==> config.mk <==
export PLATFORM = sky130hd
export DESIGN_NAME = prio_encoder_4to2_seq_flat
export DESIGN_NICKNAME = d
export VERILOG_FILES = /design/src/rtl/prio_encoder_4to2_seq_if.sv /design/src/rtl/prio_encoder_4to2_seq.sv /design/src/flat_wrapper.sv
export SDC_FILE = /design/constraint.sdc
export NUM_CORES = 1
export LEC_CHECK = 0
export CAP_MARGIN = 25
export CORE_AREA = 2 2 39 41
export DETAILED_ROUTE_END_ITERATION = 8
export DIE_AREA = 0 0 41 43
export HOLD_SLACK_MARGIN = 0.06
export PLACE_DENSITY = 0.59
export SYNTH_ARGS = -nofsm -noshare
export SYNTH_HDL_FRONTEND = slang
export SYNTH_SLANG_ARGS = --single-unit
==> constraint.sdc <==
create_clock -name clk -period 1.2 [get_ports clk]
set_input_delay 0.24 -clock clk [delete_from_list [all_inputs] [get_ports clk]]
set_output_delay 0.24 -clock clk [all_outputs]
set_load 0.01 [all_outputs]
==> src/rtl/prio_encoder_4to2_seq_if.sv <==
// rtl/prio_encoder_4to2_seq_if.sv - request/acknowledge bus of the sequential 4-to-2 priority encoder
interface prio_encoder_4to2_seq_if #(
  parameter int N_IN   = 4,
  parameter int CODE_W = 2
);
  logic              en;
  logic [N_IN-1:0]   d;
  logic              ack;
  logic [CODE_W-1:0] y;
  logic              valid;
  logic [N_IN-1:0]   pend;
  logic              ovf;

  modport master (
    output en, d, ack,
    input  y, valid, pend, ovf
  );

  modport slave (
    input  en, d, ack,
    output y, valid, pend, ovf
  );
endinterface

==> src/rtl/prio_encoder_4to2_seq.sv <==
// rtl/prio_encoder_4to2_seq.sv - latches one-hot requests and serves them as 2-bit codes, highest index first
module prio_encoder_4to2_seq (
  input  logic                      clk,
  input  logic                      rst,
  prio_encoder_4to2_seq_if.slave    bus
);
  localparam int N_IN   = 4;
  localparam int CODE_W = 2;

  typedef enum logic {IDLE, PRESENT} state_t;

  state_t            state_q, state_d;
  logic [CODE_W-1:0] y_q, y_d;
  logic              valid_q, valid_d;
  logic [N_IN-1:0]   pend_q, pend_d;
  logic              ovf_q, ovf_d;

  logic [N_IN-1:0]   nd;
  logic [N_IN-1:0]   e;
  logic [CODE_W-1:0] w;
  logic [N_IN-1:0]   w_mask;

  function automatic logic [CODE_W-1:0] prio(input logic [N_IN-1:0] v);
    logic [CODE_W-1:0] r;
    r = '0;
    casez (v)
      4'b1???: r = 2'd3;
      4'b01??: r = 2'd2;
      4'b001?: r = 2'd1;
      default: r = 2'd0;
    endcase
    return r;
  endfunction

  always_comb begin
    nd     = bus.en ? bus.d : '0;
    e      = pend_q | nd;
    w      = prio(e);
    w_mask = '0;
    w_mask[w] = 1'b1;
  end

  always_comb begin
    state_d = state_q;
    y_d     = y_q;
    valid_d = valid_q;
    pend_d  = pend_q;
    // Duplicates merge into pend; only the fact that one happened is remembered.
    ovf_d   = ovf_q | (|(nd & pend_q));
    case (state_q)
      IDLE: begin
        valid_d = 1'b0;
        if (e != '0) begin
          y_d     = w;
          valid_d = 1'b1;
          pend_d  = e & ~w_mask;
          state_d = PRESENT;
        end
      end
      PRESENT: begin
        if (!bus.ack) begin
          pend_d = pend_q | nd;
        end else if (e != '0) begin
          y_d    = w;
          pend_d = e & ~w_mask;
        end else begin
          valid_d = 1'b0;
          pend_d  = '0;
          state_d = IDLE;
        end
      end
      default: begin
        state_d = IDLE;
        valid_d = 1'b0;
      end
    endcase
  end

  always_ff @(posedge clk) begin
    if (rst) begin
      state_q <= IDLE;
      y_q     <= '0;
      valid_q <= 1'b0;
      pend_q  <= '0;
      ovf_q   <= 1'b0;
    end else begin
      state_q <= state_d;
      y_q     <= y_d;
      valid_q <= valid_d;
      pend_q  <= pend_d;
      ovf_q   <= ovf_d;
    end
  end

  assign bus.y     = y_q;
  assign bus.valid = valid_q;
  assign bus.pend  = pend_q;
  assign bus.ovf   = ovf_q;
endmodule

==> src/flat_wrapper.sv <==
// flat-port wrapper written by rule: the top's interface ports become plain ports
module prio_encoder_4to2_seq_flat 
  (clk, rst, bus_en, bus_d, bus_ack, bus_y, bus_valid, bus_pend, bus_ovf);
  prio_encoder_4to2_seq_if bus_i ();
  input  logic clk;
  input  logic rst;
  input wire logic [$bits(bus_i.en)-1:0] bus_en;
  input wire logic [$bits(bus_i.d)-1:0] bus_d;
  input wire logic [$bits(bus_i.ack)-1:0] bus_ack;
  output wire logic [$bits(bus_i.y)-1:0] bus_y;
  output wire logic [$bits(bus_i.valid)-1:0] bus_valid;
  output wire logic [$bits(bus_i.pend)-1:0] bus_pend;
  output wire logic [$bits(bus_i.ovf)-1:0] bus_ovf;
  assign bus_i.en = bus_en;
  assign bus_i.d = bus_d;
  assign bus_i.ack = bus_ack;
  assign bus_y = bus_i.y;
  assign bus_valid = bus_i.valid;
  assign bus_pend = bus_i.pend;
  assign bus_ovf = bus_i.ovf;
  prio_encoder_4to2_seq u_core (.clk(clk), .rst(rst), .bus(bus_i));
endmodule
Yosys cells after proc, flatten, opt, wreduce, memory -nomap -nowiden
Cells that the tools add are included.
{"block": "word_totals", "register_bits": 9, "latch_bits": 0, "ram_bits": 0, "mem_bits_ro": 0, "output_inout_bits": 8, "elab_cells": 39, "n_memories": 0}
{"block": "classes", "addsub": 0, "n_mul": 0, "div": 0, "order_cmp": 2, "eq_ne": 5, "shift": 0, "mux": 17, "n_bitwise": 6, "n_reduce_logical": 4}
{"operator": "2-to-1 mux 4 bit", "n": 4}
{"operator": "AND 4 bit", "n": 2}
{"operator": "one-hot mux 4 bit (2 select lines)", "n": 1}
{"operator": "one-hot mux 2 bit (3 select lines)", "n": 1}
{"operator": "2-to-1 mux 1 bit", "n": 5}
{"operator": "2-to-1 mux 2 bit", "n": 2}
{"operator": "!= test 2 bit, second input constant", "n": 2}
{"operator": "NOT 4 bit", "n": 1}
{"operator": "bitwise OR 4 bit", "n": 1}
{"operator": "one-hot mux 1 bit (2 select lines)", "n": 2}
{"operator": "one-hot mux 2 bit (2 select lines)", "n": 1}
{"operator": "nonzero test 4 bit", "n": 1}
{"operator": "OR reduction 4 bit", "n": 1}
{"operator": "== test 3 x 1 -> 1 bit, second input constant", "n": 1}
{"operator": "less-than comparator 2 x 3 -> 1 bit, second input constant", "n": 1}
{"operator": "demux 1 bit (select 2 bit)", "n": 1}
{"operator": "== test 2 x 1 -> 1 bit, second input constant", "n": 1}
{"operator": "greater-or-equal comparator 2 x 1 -> 1 bit, second input constant", "n": 1}
{"operator": "!= test 2 x 1 -> 1 bit, second input constant", "n": 1}
{"operator": "AND reduction 2 bit", "n": 1}
{"operator": "logical AND 1 bit", "n": 1}
{"operator": "NOT 1 bit", "n": 1}
{"operator": "bitwise OR 1 bit", "n": 1}

Depth between registers and ports, before layout
Gate-level depths: netlist of run 1.
{"block": "depth", "word_depth": 13, "mapped_depth": 3}

Least setup slack after synthesis of run 1
OpenSTA, ideal clock, no wires.
{"block": "synth_path", "path_type": "register to register", "startpoint": "register u_core.pend_q[2], in the netlist u_core.bus.pend[2]", "endpoint": "register u_core.pend_q[1], in the netlist u_core.bus.pend[1]", "setup_ps": 115, "arrival_time_ps": 1040, "required_time_ps": 1085, "path_slack_ps": 45, "path_stages_with_launch": 3, "n_path_buf": 0, "cell_sequence": "dfxtp_1 or4_1 and3_1"}
{"block": "synth_via", "elab_chain_cells": 12, "elab_cells_between_ends": 17, "classes_between": "order compare (2); eq/ne (3); mux (7); bitwise (3); reduce/logical (2)"}
{"element": "from (decl)", "line_no": "prio_encoder_4to2_seq.sv:15", "rtl": "logic [N_IN-1:0] pend_q, pend_d;"}
{"element": "from (signal assigned)", "line_no": "prio_encoder_4to2_seq.sv:90", "rtl": "pend_q <= pend_d;"}
{"element": "bitwise OR 4 bit (*)", "line_no": "prio_encoder_4to2_seq.sv:37", "rtl": "e = pend_q | nd;"}
{"element": "== test 3 x 1 -> 1 bit / == test 2 x 1 -> 1 bit (equally long branches)", "line_no": "prio_encoder_4to2_seq.sv:26", "rtl": "casez (v)"}
{"element": "one-hot mux 2 bit (3 select lines)", "line_no": "prio_encoder_4to2_seq.sv:26"}
{"element": "less-than comparator 2 x 3 -> 1 bit (not written as such) / greater-or-equal comparator 2 x 1 -> 1 bit (equally long branches)", "line_no": "prio_encoder_4to2_seq.sv:40", "rtl": "w_mask[w] = 1'b1;"}
{"element": "logical AND 1 bit (not written as such)", "line_no": "prio_encoder_4to2_seq.sv:40"}
{"element": "2-to-1 mux 1 bit (not written as such)", "line_no": "prio_encoder_4to2_seq.sv:40"}
{"element": "demux 1 bit (select 2 bit)"}
{"element": "NOT 4 bit", "line_no": "prio_encoder_4to2_seq.sv:56, prio_encoder_4to2_seq.sv:65"}
{"element": "AND 4 bit", "line_no": "prio_encoder_4to2_seq.sv:56, prio_encoder_4to2_seq.sv:65"}
{"element": "2-to-1 mux 4 bit", "line_no": "prio_encoder_4to2_seq.sv:63", "rtl": "end else if (e != '0) begin"}
{"element": "2-to-1 mux 4 bit", "line_no": "prio_encoder_4to2_seq.sv:61", "rtl": "if (!bus.ack) begin"}
{"element": "one-hot mux 4 bit (2 select lines)", "line_no": "prio_encoder_4to2_seq.sv:50", "rtl": "case (state_q)"}
Every way passes the cells marked *; elsewhere a longest branch is shown, timed or not. The select of a mux whose other input is x is not followed.
A chain may end at the register's enable or synchronous reset.

Final worst setup path of run 1
{"block": "layout_path", "startpoint": "register u_core.state_q", "endpoint": "register u_core.pend_q[1], in the netlist u_core.bus.pend[1]"}
{"block": "layout_via", "elab_chain_cells": 2, "elab_cells_between_ends": 3, "classes_between": "eq/ne (1); mux (1); bitwise (1)"}
{"element": "from (decl)", "line_no": "prio_encoder_4to2_seq.sv:12", "rtl": "state_t state_q, state_d;"}
{"element": "from (signal assigned)", "line_no": "prio_encoder_4to2_seq.sv:87", "rtl": "state_q <= state_d;"}
{"element": "NOT 1 bit", "line_no": "prio_encoder_4to2_seq.sv:50"}
{"element": "one-hot mux 4 bit (2 select lines) / != test 2 x 1 -> 1 bit (equally long branches)"}
Parallel ways exist; a longest one is shown, timed or not.

==> results of run 1 <==
==> worst max-delay path, delay by kind of cell, from the launching register on <==
kind	cells	cell delay (ns)
flip-flops	1	0.33
AND/OR/NAND/NOR	3	0.73
==> logic make-up after synthesis <==
group                  synth area share (%)
AO/OA/AOI/OAI                          33.8
flip-flops                             43.9
buffers and inverters                 0.914
AND/OR/NAND/NOR                        21.3
==> through the flow <==
| stage | TNS [ns] | instances | setup WS, ns |
|---|---|---|---|
| after floorplan | 0 | 43 | 0.0448 |
| after global placement | -2.77 | 91 | -0.400 |
| after detailed placement | -2.91 | 91 | -0.412 |
| after CTS | 0 | 95 | 0.00269 |
| after global routing | 0 | 95 | 0.00109 |
| final | 0 | 95 | 0.0409 |
==> synthesized netlist by cell type (2+ instances only) <==
library cell,count
sky130_fd_sc_hd__o21a_1,3
sky130_fd_sc_hd__nor2_1,4
sky130_fd_sc_hd__dfxtp_1,9
sky130_fd_sc_hd__a22oi_1,2
sky130_fd_sc_hd__and3_1,2
sky130_fd_sc_hd__a21o_1,2
sky130_fd_sc_hd__a21oi_1,2
sky130_fd_sc_hd__o21ai_0,2
sky130_fd_sc_hd__a31oi_1,2
==> routing by layer <==
metal,global-route usage (%),part of all wire [%]
met3,3.14,5.7
met2,25.9,47
met4,10.0,1.5
met1,22.0,46
met5,0,0
==> sequential cells by signal, indices dropped and copies added (netlist names) <==
| name | flops |
|---|---|
| u_core.bus.valid | 1 |
| u_core.bus.pend | 4 |
| u_core.bus.ovf | 1 |
| u_core.bus.y | 2 |
| u_core.state_q | 1 |
==> timing repair <==
item | CTS | global route
cloned | 0 | 0
resized for setup | 14 | 5
pin swaps | 0 | 1
endpoints found under the setup margin | 15 | 5
==> final timing paths <==
kind | cells after the start | slack, ns | start | endpoint
min | 1 | 0.47 | u_core.bus.ovf | u_core.bus.ovf
min reg2reg | 1 | 0.47 | u_core.bus.ovf | u_core.bus.ovf
max | 3 | 0.04 | u_core.state_q | u_core.bus.pend[1]
max reg2reg | 3 | 0.04 | u_core.state_q | u_core.bus.pend[1]
==> area by class of cell <==
| class | instances | area (um2) | area share [%] |
|---|---|---|---|
| repair buffers | 32 | 263 | 35.5 |
| multi-input cells | 33 | 245 | 33.1 |
| flip-flops and latches | 9 | 183 | 24.7 |
| clock buffers | 4 | 26.3 | 3.55 |
| well taps | 16 | 20.0 | 2.70 |
| inverters | 1 | 3.75 | 0.507 |
==> power by group through the flow <==
stage | logic, mW | registers (mW) | clock network, mW
2_1_floorplan | 0.0704 | 0.355 | 0
3_3_place_gp | 0.218 | 0.344 | 0
3_5_place_dp | 0.218 | 0.345 | 0
4_1_cts | 0.204 | 0.338 | 0.244
5_1_grt | 0.231 | 0.341 | 0.261
6_report | 0.211 | 0.338 | 0.243
==> parameters.txt, run 1 <==
Parameter                              Value

Power and ir drop
  Worst ir drop on vdd    0.000443 V
  Switching power as a share of total power    27.9%
  Leakage component of the power    0.359 nW
  Final Total Pwr    792 uW
  Internal portion of total power    571 uW
  Clock group share of total power    30.7%
  Proportion of power drawn by flip-flops and latches    42.7%
  Power share of the combinational group    26.6%
  Power density cells    1070 nW/um2
  Switching power    221 uW

Final layout
  Final #Nets    88
  Final standard cell utilization of the core    53.5%
  Post-route standard cell area excluding fillers    741 um2
  Most common library cell in the layout ignoring fill and taps    sky130_fd_sc_hd__buf_4
  Synth-to-Final Area Change    80.5%
  Most frequent cells in the layout    sky130_fd_sc_hd__buf_4, sky130_fd_sc_hd__dlygate4sd2_1, sky130_fd_sc_hd__dfxtp_1
  Layout fillers    122
  Diode count    0
  Layout cells sized above 1    35.4%

Die
  Width of the die    41 um
  Core area    1380 um2
  Cell Rows    14
  Number of primary I/O pins    16
  Die H    43 um
  Die Footprint    1760 um2
  Initial Utilization    29.7%

Setup path
  Critical path cell sequence    nor2b_4 -> or4_1 -> and3_1
  Critical-path top delay cell    sky130_fd_sc_hd__or4_1
  Required time of the critical path    1.36 ns
  Worst setup SP type    flop
  Slowest stage delay, CP    0.46 ns
  CP arrival    1.32 ns
  Critical-path maximum fanout    3
  Worst setup path class    reg2reg
  Endpoint type of the worst setup path    flop

Timing
  Minimum period implied by the final worst setup slack    1.16 ns
  Worst rel slew slack    80.5%
  Slew at the pin closest to its max-slew limit    0.290 ns
  Setup violation total in the final timing report    0
  Portion of the clock cycle consumed by the worst path in the final layout    96.6%
  Final-report hold violation count    0
  Final setup skew    0.00138 ns
  Setup repair after global routing missed its margin    no
  Smallest hold slack    0.465 ns
  Number of pins with negative max-slew slack in the final report    0
  Upper clock frequency limit    0.863 GHz

Drt
  TritonRoute pass-1 iters    4
  Post-detailed-route DRC marker count    0
  Antenna Violating Nets Remaining    0
  Number of vias per cell    5.21
  Number of DRC markers after the initial detailed-route iteration    19
  Wire length per cell after detailed routing    13.2 um
  Final routed wirelength across all metal layers    1.26 mm
  Via count    495

Synthesis
  Count of cell types in the netlist    24
  Syn Nets    51
  Share of synthesized registers carrying an async set or reset    0%
  Synthesized cell area    410 um2
  Sequential fraction of the synthesis area    43.9%
  Area share of the largest cell type after synthesis    43.9%
  Top cells by area in the synthesized netlist    sky130_fd_sc_hd__dfxtp_1, sky130_fd_sc_hd__o21a_1, sky130_fd_sc_hd__a21o_1
  Ys flop type    sky130_fd_sc_hd__dfxtp_1
  Library cell with the largest summed area after synthesis    sky130_fd_sc_hd__dfxtp_1
  Number of synthesized flops with an enable pin    0
  Yosys synthesis warning count    0
  Per-instance average area after synthesis    9.54 um2
  Number of register bits inferred by synthesis    9
  Cells after Synth    43

Hold path
  Path category of the worst min-delay check    reg2reg

CTS
  H-tree levels    1
  Cts bufs inserted    3
  Cts-stage hold buffer count    0
  Clock tree buffer depth    2
  Setup Buffers After CTS    0
  TritonCTS clock tree    yes
  Clock-pin slew on the worst setup and hold paths    0.06 ns
  Root cell of the clock tree    sky130_fd_sc_hd__clkbuf_4
  Clock Sinks    9
  Worst-skew pair later-pin latency    0.27 ns

Status
  Status    complete, no violations

Placed design
  Placed standard-cell area    708 um2
  Number of buffers inserted by port buffering    15
  Final HPWL DP    959 um
  Global placer's final weighted congestion    0.770

Global route
  Maximum number of pins on one net before global-route repair    6
  Vias in the first global route    497
  All-Layer GR Usage    17.3%
  Global-route wire length before repair    2.07 mm
  Antenna violations before repair    0
  Grt ovf    0

Run
  Maxcap violations    0
(Power assumes the default switching activity.)
==> inputs of run 2 (changes only) <==
--- a/config.mk
+++ b/config.mk
@@ -7,10 +7,12 @@
 export LEC_CHECK = 0
 export CAP_MARGIN = 25
 export CORE_AREA = 2 2 39 41
+export CTS_BUF_LIST = sky130_fd_sc_hd__clkbuf_4
 export DETAILED_ROUTE_END_ITERATION = 8
 export DIE_AREA = 0 0 41 43
 export HOLD_SLACK_MARGIN = 0.06
 export PLACE_DENSITY = 0.59
+export SLEW_MARGIN = 20
 export SYNTH_ARGS = -nofsm -noshare
 export SYNTH_HDL_FRONTEND = slang
 export SYNTH_SLANG_ARGS = --single-unit
==> run 2 against run 1 <==
  * Final cell count unchanged
  * Combinational power about the same
  * Global-route usage unchanged
  * Critical path depth unchanged
  * Power up 2.8%
  * Clock power up 9.1%
  * Die area unchanged
  * Via count up 0.20%
  * Worst hold slack about the same
  * Routed wire length about the same
  * Sequential share of layout area down 0.12 points
  * Largest power group unchanged
  * Highest routed layer unchanged
==> parameters.txt, run 2 (synthesis results as in run 1) <==
Parameter                              Value

Final layout
  Synth-to-Final Area Change    81.4%
  Most frequent cells in the layout    sky130_fd_sc_hd__buf_4, sky130_fd_sc_hd__dlygate4sd2_1, sky130_fd_sc_hd__dfxtp_1
  Number of flip-flops under the largest register name    4 (unchanged)
  Diode count    0 (unchanged)
  Post-route standard cell area excluding fillers    744 um2 (+0.51%)
  Final #Nets    88 (unchanged)
  Layout cells sized above 1    36.7% (+1.3 points)
  Most common library cell in the layout ignoring fill and taps    sky130_fd_sc_hd__buf_4

Drt
  Final routed wirelength across all metal layers    1.26 mm (about the same)
  Wire length per cell after detailed routing    13.2 um (about the same)
  TritonRoute pass-1 iters    4 (unchanged)
  Antenna Violating Nets Remaining    0 (unchanged)
  Number of vias per cell    5.22 (+0.20%)
  Number of DRC markers after the initial detailed-route iteration    18 (-1)
  Via count    496 (+0.20%)
  Post-detailed-route DRC marker count    0 (unchanged)

CTS
  Clock Sinks    9 (unchanged)
  Cts-stage hold buffer count    0 (unchanged)
  H-tree levels    1 (unchanged)
  Worst-skew pair later-pin latency    0.27 ns (about the same)
  Root cell of the clock tree    sky130_fd_sc_hd__clkbuf_4
  Cts bufs inserted    3 (unchanged)
  Clock-pin slew on the worst setup and hold paths    0.06 ns (about the same)
  TritonCTS clock tree    yes
  Clock tree buffer depth    2 (unchanged)

Hold path
  Worst min-delay path startpoint    u_core.bus.ovf
  Path category of the worst min-delay check    reg2reg

Setup path
  Beginning of the critical path    u_core.state_q
  Worst setup SP type    flop
  Slowest stage delay, CP    0.46 ns (about the same)
  Endpoint type of the worst setup path    flop
  WP buf/inv    0 (unchanged)
  CP arrival    1.32 ns (about the same)
  FF-to-FF Start    u_core.state_q
  Family of cells with the greatest summed delay on the critical path    simple AND/OR/NAND/NOR gates
  Required time of the critical path    1.36 ns (about the same)
  Critical path cell sequence    nor2b_4 -> or4_1 -> and3_1
  Critical-path top delay cell    sky130_fd_sc_hd__or4_1
  Worst setup path class    reg2reg
  Critical-path maximum fanout    3 (unchanged)

Global route
  Grt ovf    0 (unchanged)
  All-Layer GR Usage    17.3% (unchanged)
  Global-route wire length before repair    2.07 mm (unchanged)
  Maximum number of pins on one net before global-route repair    6 (unchanged)
  Antenna violations before repair    0 (unchanged)
  Vias in the first global route    497 (unchanged)

Die
  Die H    43 um (unchanged)
  Cell Rows    14 (unchanged)
  Width of the die    41 um (unchanged)
  Core area    1380 um2 (unchanged)
  Die Footprint    1760 um2 (unchanged)
  Initial Utilization    29.7% (unchanged)
  Number of primary I/O pins    16 (unchanged)

Timing
  Slew at the pin closest to its max-slew limit    0.290 ns (unchanged)
  Setup repair after global routing missed its margin    no
  Upper clock frequency limit    0.863 GHz (about the same)
  Number of pins with negative max-slew slack in the final report    0 (unchanged)
  Portion of the clock cycle consumed by the worst path in the final layout    96.6% (about the same)
  Final-report hold violation count    0 (unchanged)
  Minimum period implied by the final worst setup slack    1.16 ns (-0.000177 ns)
  Accumulated negative setup slack    0 ns (unchanged)
  Setup violation total in the final timing report    0 (unchanged)
  Worst rel slew slack    80.5% (unchanged)
  Final setup skew    0.00110 ns (-0.000289 ns)

Placed design
  Final HPWL DP    959 um (unchanged)
  Placed standard-cell area    708 um2 (unchanged)
  Global placer's final weighted congestion    0.770 (unchanged)
  Number of buffers inserted by port buffering    15 (unchanged)

Power and ir drop
  Power density cells    1090 nW/um2 (+2.3%)
  Worst ir drop on vdd    0.000504 V (+14%)
  Leakage component of the power    0.362 nW (+0.95%)
  Final Total Pwr    814 uW (+2.8%)

Status
  Status    complete, no violations

Run
  Maxcap violations    0 (unchanged)
-- run 2: cell types whose count changed in the layout (fill, tap and decap cells not counted) --
cell / before / now
sky130_fd_sc_hd__clkbuf_4: 3 / 4
sky130_fd_sc_hd__clkbuf_1: 1 / 0
-- run 2: per-stage QoR --
stage	utilization [%]	worst slack [ns]	hold WS [ns]	cells
6_report	53.8	0.0411	0.465	95
4_1_cts	52.6	0.000517	0.472	95
3_3_place_gp	51.2	-0.400	0.449	91
3_5_place_dp	51.2	-0.412	0.461	91
5_1_grt	53.8	0.00109	0.503	95
2_1_floorplan	-	0.0448	0.309	43
-- run 2: cell type report --
cell class,count,area (um2)
well taps,16,20.0
inverters,1,3.75
fillers,120,639
clock buffers,4,30.0
multi-input cells,33,245
flip-flops and latches,9,183
repair buffers,32,263
-- run 2: power by group --
part	leakage, nW	internal, mW	total (mW)	switching, mW
Combinational	0.269	0.119	0.211	0.0921
Clock	0.0184	0.151	0.265	0.114
Sequential	0.0748	0.323	0.338	0.0148
-- run 2: worst paths after layout --
path                         to  slack, ns  depth (start not counted)
max          u_core.bus.pend[1]       0.04                          3
min              u_core.bus.ovf       0.47                          1
max reg2reg  u_core.bus.pend[1]       0.04                          3
min reg2reg      u_core.bus.ovf       0.47                          1
-- run 2: layer usage --
| layer | GRT usage [%] | routed length, um |
|---|---|---|
| met1 | 22.0 | 573 |
| met2 | 25.9 | 592 |
| met3 | 3.14 | 72 |
| met4 | 10.0 | 19 |
| met5 | 0 | 0 |
-- run 2: timing repair --
action / CTS / global route
pin swaps: 0 / 1
endpoints found under the setup margin: 15 / 5
gates cloned: 0 / 0
hold endpoints to repair: 0 / 0
setup buffers: 0 / 0
resized for setup: 13 / 6
